File: src/rtl/alu_issue_pkg.sv
// alu_issue_pkg: opcodes, FSM state encoding and datapath width shared by the ALU issue controller.
package alu_issue_pkg;
  localparam int WIDTH = 16;
  localparam logic [2:0] OP_NOP = 3'd0;
  localparam logic [2:0] OP_ADD = 3'd1;
  localparam logic [2:0] OP_SUB = 3'd2;
  localparam logic [2:0] OP_OR  = 3'd3;
  localparam logic [2:0] OP_AND = 3'd4;
  localparam logic [2:0] OP_SLT = 3'd5;
  localparam logic [2:0] OP_SHL = 3'd6;
  localparam logic [2:0] OP_SHR = 3'd7;
  typedef enum logic [1:0] {ST_IDLE, ST_EXEC, ST_RESP} state_t;
endpackage

File: src/rtl/alu_slt_fixup.sv
// alu_slt_fixup: turns the ALU's A-B difference into a signed set-less-than result.
module alu_slt_fixup
  import alu_issue_pkg::*;
(
  input  logic [WIDTH-1:0] a,
  input  logic [WIDTH-1:0] b,
  input  logic [WIDTH-1:0] diff,
  output logic [WIDTH-1:0] result
);
  logic ovf;
  always_comb begin
    ovf = (a[WIDTH-1] != b[WIDTH-1]) && (diff[WIDTH-1] != a[WIDTH-1]);
    result = WIDTH'(diff[WIDTH-1] ^ ovf);
  end
endmodule

File: src/rtl/alu_issue_ctrl.sv
// alu_issue_ctrl: valid/ready front-end that issues one op to the clocked ALU and returns its result.
// Define ALU_ISSUE_SLT_EN to implement signed SLT on op 5; otherwise op 5 is flagged illegal.
module alu_issue_ctrl
  import alu_issue_pkg::*;
#(
  parameter int ALU_LATENCY = 1
) (
  input  logic             CLK,
  input  logic             Reset_n,
  input  logic             ReqValid,
  output logic             ReqReady,
  input  logic [2:0]       ReqOp,
  input  logic [WIDTH-1:0] ReqA,
  input  logic [WIDTH-1:0] ReqB,
  output logic [WIDTH-1:0] FirstInput,
  output logic [WIDTH-1:0] SecondInput,
  output logic [2:0]       ALUOp,
  input  logic [WIDTH-1:0] OutputData,
  output logic             RespValid,
  input  logic             RespReady,
  output logic [WIDTH-1:0] RespData,
  output logic             RespZero,
  output logic             RespIllegal
);
  state_t state, state_d;
  logic [2:0] cnt, op_q, issue_op;
  logic [WIDTH-1:0] a_q, b_q, result;
  logic accept, capture, illegal;
`ifdef ALU_ISSUE_SLT_EN
  logic [WIDTH-1:0] slt_res;
  alu_slt_fixup u_slt (.a(a_q), .b(b_q), .diff(OutputData), .result(slt_res));
  assign issue_op = (op_q == OP_SLT) ? OP_SUB : op_q;
  assign result   = (op_q == OP_SLT) ? slt_res : OutputData;
  assign illegal  = 1'b0;
`else
  assign issue_op = (op_q == OP_SLT) ? OP_NOP : op_q;
  assign result   = (op_q == OP_SLT) ? '0 : OutputData;
  assign illegal  = (op_q == OP_SLT);
`endif
  always_comb begin
    accept  = (state == ST_IDLE) && ReqValid;
    capture = (state == ST_EXEC) && (cnt == '0);
    state_d = accept ? ST_EXEC :
              capture ? ST_RESP :
              ((state == ST_RESP) && RespReady) ? ST_IDLE : state;
    ReqReady    = (state == ST_IDLE);
    RespValid   = (state == ST_RESP);
    ALUOp       = (state == ST_EXEC) ? issue_op : OP_NOP;
    FirstInput  = a_q;
    SecondInput = b_q;
  end
  always_ff @(posedge CLK or negedge Reset_n) begin
    if (!Reset_n) begin
      state       <= ST_IDLE;
      cnt         <= '0;
      a_q         <= '0;
      b_q         <= '0;
      op_q        <= OP_NOP;
      RespData    <= '0;
      RespZero    <= 1'b0;
      RespIllegal <= 1'b0;
    end else begin
      state <= state_d;
      if (accept) begin
        a_q  <= ReqA;
        b_q  <= ReqB;
        op_q <= ReqOp;
        cnt  <= 3'(ALU_LATENCY);
      end else if ((state == ST_EXEC) && (cnt != '0)) begin
        cnt <= cnt - 3'd1;
      end
      if (capture) begin
        RespData    <= result;
        RespZero    <= (result == '0);
        RespIllegal <= illegal;
      end
    end
  end
endmodule

File: config.mk
export PLATFORM = sky130hd
export DESIGN_NAME = alu_issue_ctrl
export DESIGN_NICKNAME = d
export VERILOG_FILES = /design/src/rtl/alu_issue_pkg.sv /design/src/rtl/alu_slt_fixup.sv /design/src/rtl/alu_issue_ctrl.sv
export SDC_FILE = /design/constraint.sdc
export NUM_CORES = 1
export LEC_CHECK = 0
export ABC_AREA = 1
export CORE_MARGIN = 1
export CORE_UTILIZATION = 37
export DETAILED_ROUTE_END_ITERATION = 6
export PLACE_DENSITY = 0.88
export SYNTH_ARGS = -nofsm -noshare
export SYNTH_HDL_FRONTEND = slang
export SYNTH_SLANG_ARGS = --single-unit
File: constraint.sdc
create_clock -name CLK -period 1.37 [get_ports CLK]
set_clock_uncertainty 0.05 [all_clocks]
set_input_delay 0.2055 -clock CLK [delete_from_list [all_inputs] [get_ports CLK]]
set_output_delay 0.2055 -clock CLK [all_outputs]
set_load 0.03 [all_outputs]
# == After elaboration in Yosys (flattened, before gate mapping) ==
# Index checks and enable logic that the tools add are counted.
# totals
latchBits,0
input_bits,55
rom_bits,0
reg_bits,58
mem_bits_rw,0
out_inout_bits,55
elab_cells,30
memories,0
# classes
n_lt_le_gt_ge,0
n_div,0
n_bitwise,0
add_sub_neg,1
n_reduce_logical,10
mul,0
n_shift,0
n_eq_ne,3
muxes,8
# op_table
op,n
$logic_not 16->1,1
$mux 16,1
$mux 3,4
$mux 2,3
$reduce_bool 3->1,2
$logic_and 1x1->1,4
$eq 3x3->1 const B,1
$logic_not 3->1,1
$sub 3x1->3 const B,1
$eq 2x1->1 const B,1
$eq 2x2->1 const B,1
$logic_not 2->1,1
$reduce_bool 2->1,1

# == Logic depth before layout (Yosys ltp) ==
# depth
ltp_word,5
mapped_depth,9

# == Worst setup path before layout ==
# No wires, ideal clock.
# synth_timing
kind,flip-flop to flip-flop
start,register state[0]
end,register a_q[14] (netlist: FirstInput[14])
period_less_slack_ns,1.612
stages_incl_launch_ff,6
t_arrival_ns,1.437
slack_ns,-0.242
path_buffers,2
setup_time_ns,0.125
cell_sequence,dfrtp_1 nor2_2 nand2_1 buf_6 buf_6 mux2_4
# synth_between
elab_chain_cells,2
# synth_lines
element,line,rtl
start: declaration,alu_issue_ctrl.sv:25,"state_t state, state_d;"
start signal: assignment,alu_issue_ctrl.sv:63,state <= state_d;
$logic_not 2->1,--,
via ReqReady,alu_issue_ctrl.sv:11,"output logic ReqReady,"
$logic_and 1x1->1,alu_issue_ctrl.sv:41,accept = (state == ST_IDLE) && ReqValid;
end signal: assignment,alu_issue_ctrl.sv:65,a_q <= ReqA;
end: declaration,alu_issue_ctrl.sv:27,"logic [WIDTH-1:0] a_q, b_q, result;"
# The timed path passes the listed nets, and every way through them passes these cells.
# A chain may end at the register's enable or synchronous reset.

# == Final worst setup path ==
# layout_timing
start,register state[0]
end,register op_q[2]
# layout_between
elab_chain_cells,2
# layout_lines
element,line,rtl
$logic_not 2->1,alu_issue_ctrl.sv:41,
$logic_and 1x1->1,alu_issue_ctrl.sv:41,
end signal: assignment,alu_issue_ctrl.sv:67,op_q <= ReqOp;
end: declaration,alu_issue_ctrl.sv:26,"logic [2:0] cnt, op_q, issue_op;"
# Every way passes these cells.

==> out/metrics.csv <==
stage;metric;value;unit
outcome;status;complete, but fails checks;
outcome;failing checks;setup timing;
placed_design;port bufs;109;
yosys;Post-Syn Nets;261;
timing;RSZ-0062 raised after global routing;yes;
min_path;Hold Path Class;in -> async;
route;DR iter-0 viols;45;
worst_setup_path;CP Capture Type;flip-flop;
yosys;cell accounting for the most synthesized area;dfrtp_1;
worst_setup_path;crit path launch;state[0];
finish;leading cell types in the layout, fill and taps excluded;dfrtp_1 (58), clkdlybuf4s50_1 (53), nand2_1 (34);
clock_tree;CTS tree;done;
worst_setup_path;Worst setup SP type;flip-flop;
clock_tree;clk root buf;clkbuf_8;
finish;Ant. Diodes;0;
die;Die Span Y;82.0;µm
clock_tree;CTS H-tree depth;3;
grt;vias in the first global route;2104;
worst_setup_path;crit path max fanout;8;
clock_tree;clk_lat worst skew;320;ps
die;Ports;110;
yosys;synthesis-stage register bit count;58;
yosys;top cell type's share of synthesized area;61.3;%
worst_setup_path;Worst R2R Path Depth;6;
die;initial core utilization;39.1;%
run;max cap viols;0;
worst_setup_path;Crit Reg-Reg Startpoint;state[0];
yosys;sequential-to-total area share from yosys stat;61.3;%
route;DR WL/cell;16.1;µm
pwr;Pwr per Cell Area;800;mW/mm²
route;via-per-instance ratio;4.81;
die;die width;82.0;µm
clock_tree;Sink Count;58;
timing;Setup Viol. Count Final;60;
grt;grt met2 use;33.9;%
grt;initial antenna violation count;0;
grt;first-pass GRT wire length;9800;µm
finish;filler cell count;430;
route;First-pass DRT Iterations;4;
finish;commonest non-fill, non-tap cell in the layout;dfrtp_1;
timing;Worst Tran Pin Value;327;ps
die;die area;0.00672;mm²
grt;maximum number of pins on one net before global-route repair;59;
pwr;Tot Pwr;3.46;mW
pwr;VDD IR max;0.000563;V
yosys;top_reg_cell synth;dfrtp_1;
placed_design;HPWL after DPL;4160;µm
yosys;Unique masters post-synth;19;
timing;smallest setup slack after layout;-152;ps
pwr;P_leak;2.06;nW
placed_design;Final Wtd Congestion;0.803;
clock_tree;TritonCTS buffer count;9;
placed_design;# placed instances;389;
yosys;Ys Warns;0;
route;ANT nets after route;0;
grt;Tot GR Track Use;19.7;%
yosys;synthesized area;0.00237;mm²
finish;Non-Filler Instances;423;
clock_tree;Max clock buf depth;2;
timing;Setup TNS;-5900;ps
grt;GRT met3 Usage;5.00;%
finish;layout cell share with drive strength beyond 1;38.8;%
clock_tree;clk slew on worst S/H paths;70;ps
grt;global route hottest layer;met2;
yosys;number of synthesized flops with an enable pin;0;
timing;Slew headroom;78.3;%
timing;f_max;657;MHz
die;row count;28;
route;total wire length;6790;µm
worst_setup_path;CP arrival;1700;ps
yosys;Area contributors post-synth;dfrtp_1 (61%), mux2_2 (14%), nand2_1 (7.0%), nand3_1 (3.4%), mux2_4 (2.5%);
yosys;asr flop ratio synth;100;%
timing;minimum clock period after layout;1520;ps
timing;period utilisation layout;111;%
timing;Max Slew Vio Count;0;
finish;Layout area overhead;82.9;%
route;drc violations;0;
worst_setup_path;worst setup path category;reg -> reg;
yosys;Syn Area/Cell;11.6;µm²
route;routed vias;2034;
timing;Hold Vio Cnt, Final;0;
grt;GRT overflow;0;
finish;nets;401;
die;core box area;0.00606;mm²
worst_setup_path;register-to-register setup slack;-150;ps
yosys;Cells after Synth;204;
grt;global routing usage on met1;22.5;%
worst_setup_path;CP Data Required Time;1550;ps
worst_setup_path;Crit Reg-Reg Endpoint;op_q[2];
-- critical path, stage by stage, from the launching register on --
cell,delay [ps]
dfrtp_1,420
buf_6,150
nor2_4,180
nand2_8,130
buf_12,160
buf_4,140
a21oi_1,200
-- repair_timing --
item | 4_1_cts | 5_1_grt
pin swaps | 8 | 21
endpoints found under the setup margin | 71 | 89
gates resized for setup | 85 | 71
hold buffers | 1 | 0
buffers inserted | 6 | 5
gates cloned | 2 | 5
hold endpoints to repair | 58 | 0
-- stage by stage --
stage | instance area, µm² | setup WS [ps] | utilization, % | hold slack, ps
detailed placement | 3660 | -128 | 60.4 | 185
global route | 4330 | -194 | 71.4 | 394
global placement | 3660 | -80.7 | 60.4 | 177
floorplan | 2390 | -87.8 | - | -140
CTS | 4020 | -129 | 66.3 | 374
finish | 4330 | -152 | 71.4 | 358
-- how the worst max path moves through the flow --
stage | slack (ps) | end | depth (start not counted)
after CTS | -130 | ALUOp[0] | 6
final | -150 | op_q[2] | 6
after floorplan | -90 | FirstInput[14] | 5
after global placement | -80 | SecondInput[8] | 4
after detailed placement | -130 | SecondInput[10] | 4
after global routing | -190 | RespData[6] | 9
-- cell type report --
class | count | area, µm² | share of cell area, %
Timing Repair Buffer | 138 | 1500 | 34.6
Sequential cell | 58 | 1450 | 33.5
Multi-Input combinational cell | 124 | 1040 | 24.0
Clock buffer | 10 | 138 | 3.18
Tap cell | 75 | 93.8 | 2.17
Clock inverter | 5 | 55.1 | 1.27
Inverter | 13 | 53.8 | 1.24
-- cells by family (layout without fill, tap and decap cells) --
group                    Yosys count  after routing  share of synthesized area (%)
buffers and inverters             22            166                           4.49
flip-flops                        58             58                           61.3
AND/OR/NAND/NOR                   71             71                           12.6
AO/OA/AOI/OAI                     18             18                           4.18
multiplexers                      33             33                           16.3
adder cells (fa/ha/maj)            2              2                           1.06
-- sequential cells by signal, summed over array words and instances, names as in the netlist --
register     count
FirstInput      16
RespData        16
RespIllegal      1
RespZero         1
SecondInput     16
cnt              3
op_q             3
state            2
-- where the power goes --
| part | switching, mW | internal, mW |
|---|---|---|
| logic | 0.0744 | 0.146 |
| registers | 0 | 1.71 |
| clock network | 0.659 | 0.872 |
| total | 0.733 | 2.73 |
-- metal layers --
layer / share of wire, % / wire length, µm
met1: 39 / 2640
met2: 55 / 3730
met3: 4.4 / 300
met4: 1.7 / 116
met5: 0 / 0
-- synth_stat cells, types with 2 or more instances --
cell / n
nand2_1: 44
o22ai_1: 2
buf_2: 7
mux2_2: 29
o21ai_0: 11
buf_6: 2
inv_1: 13
ha_1: 2
dfrtp_1: 58
mux2_4: 4
nor2_1: 8
nand3_1: 16
a21oi_1: 2
Power figures use the tool's default switching activity.
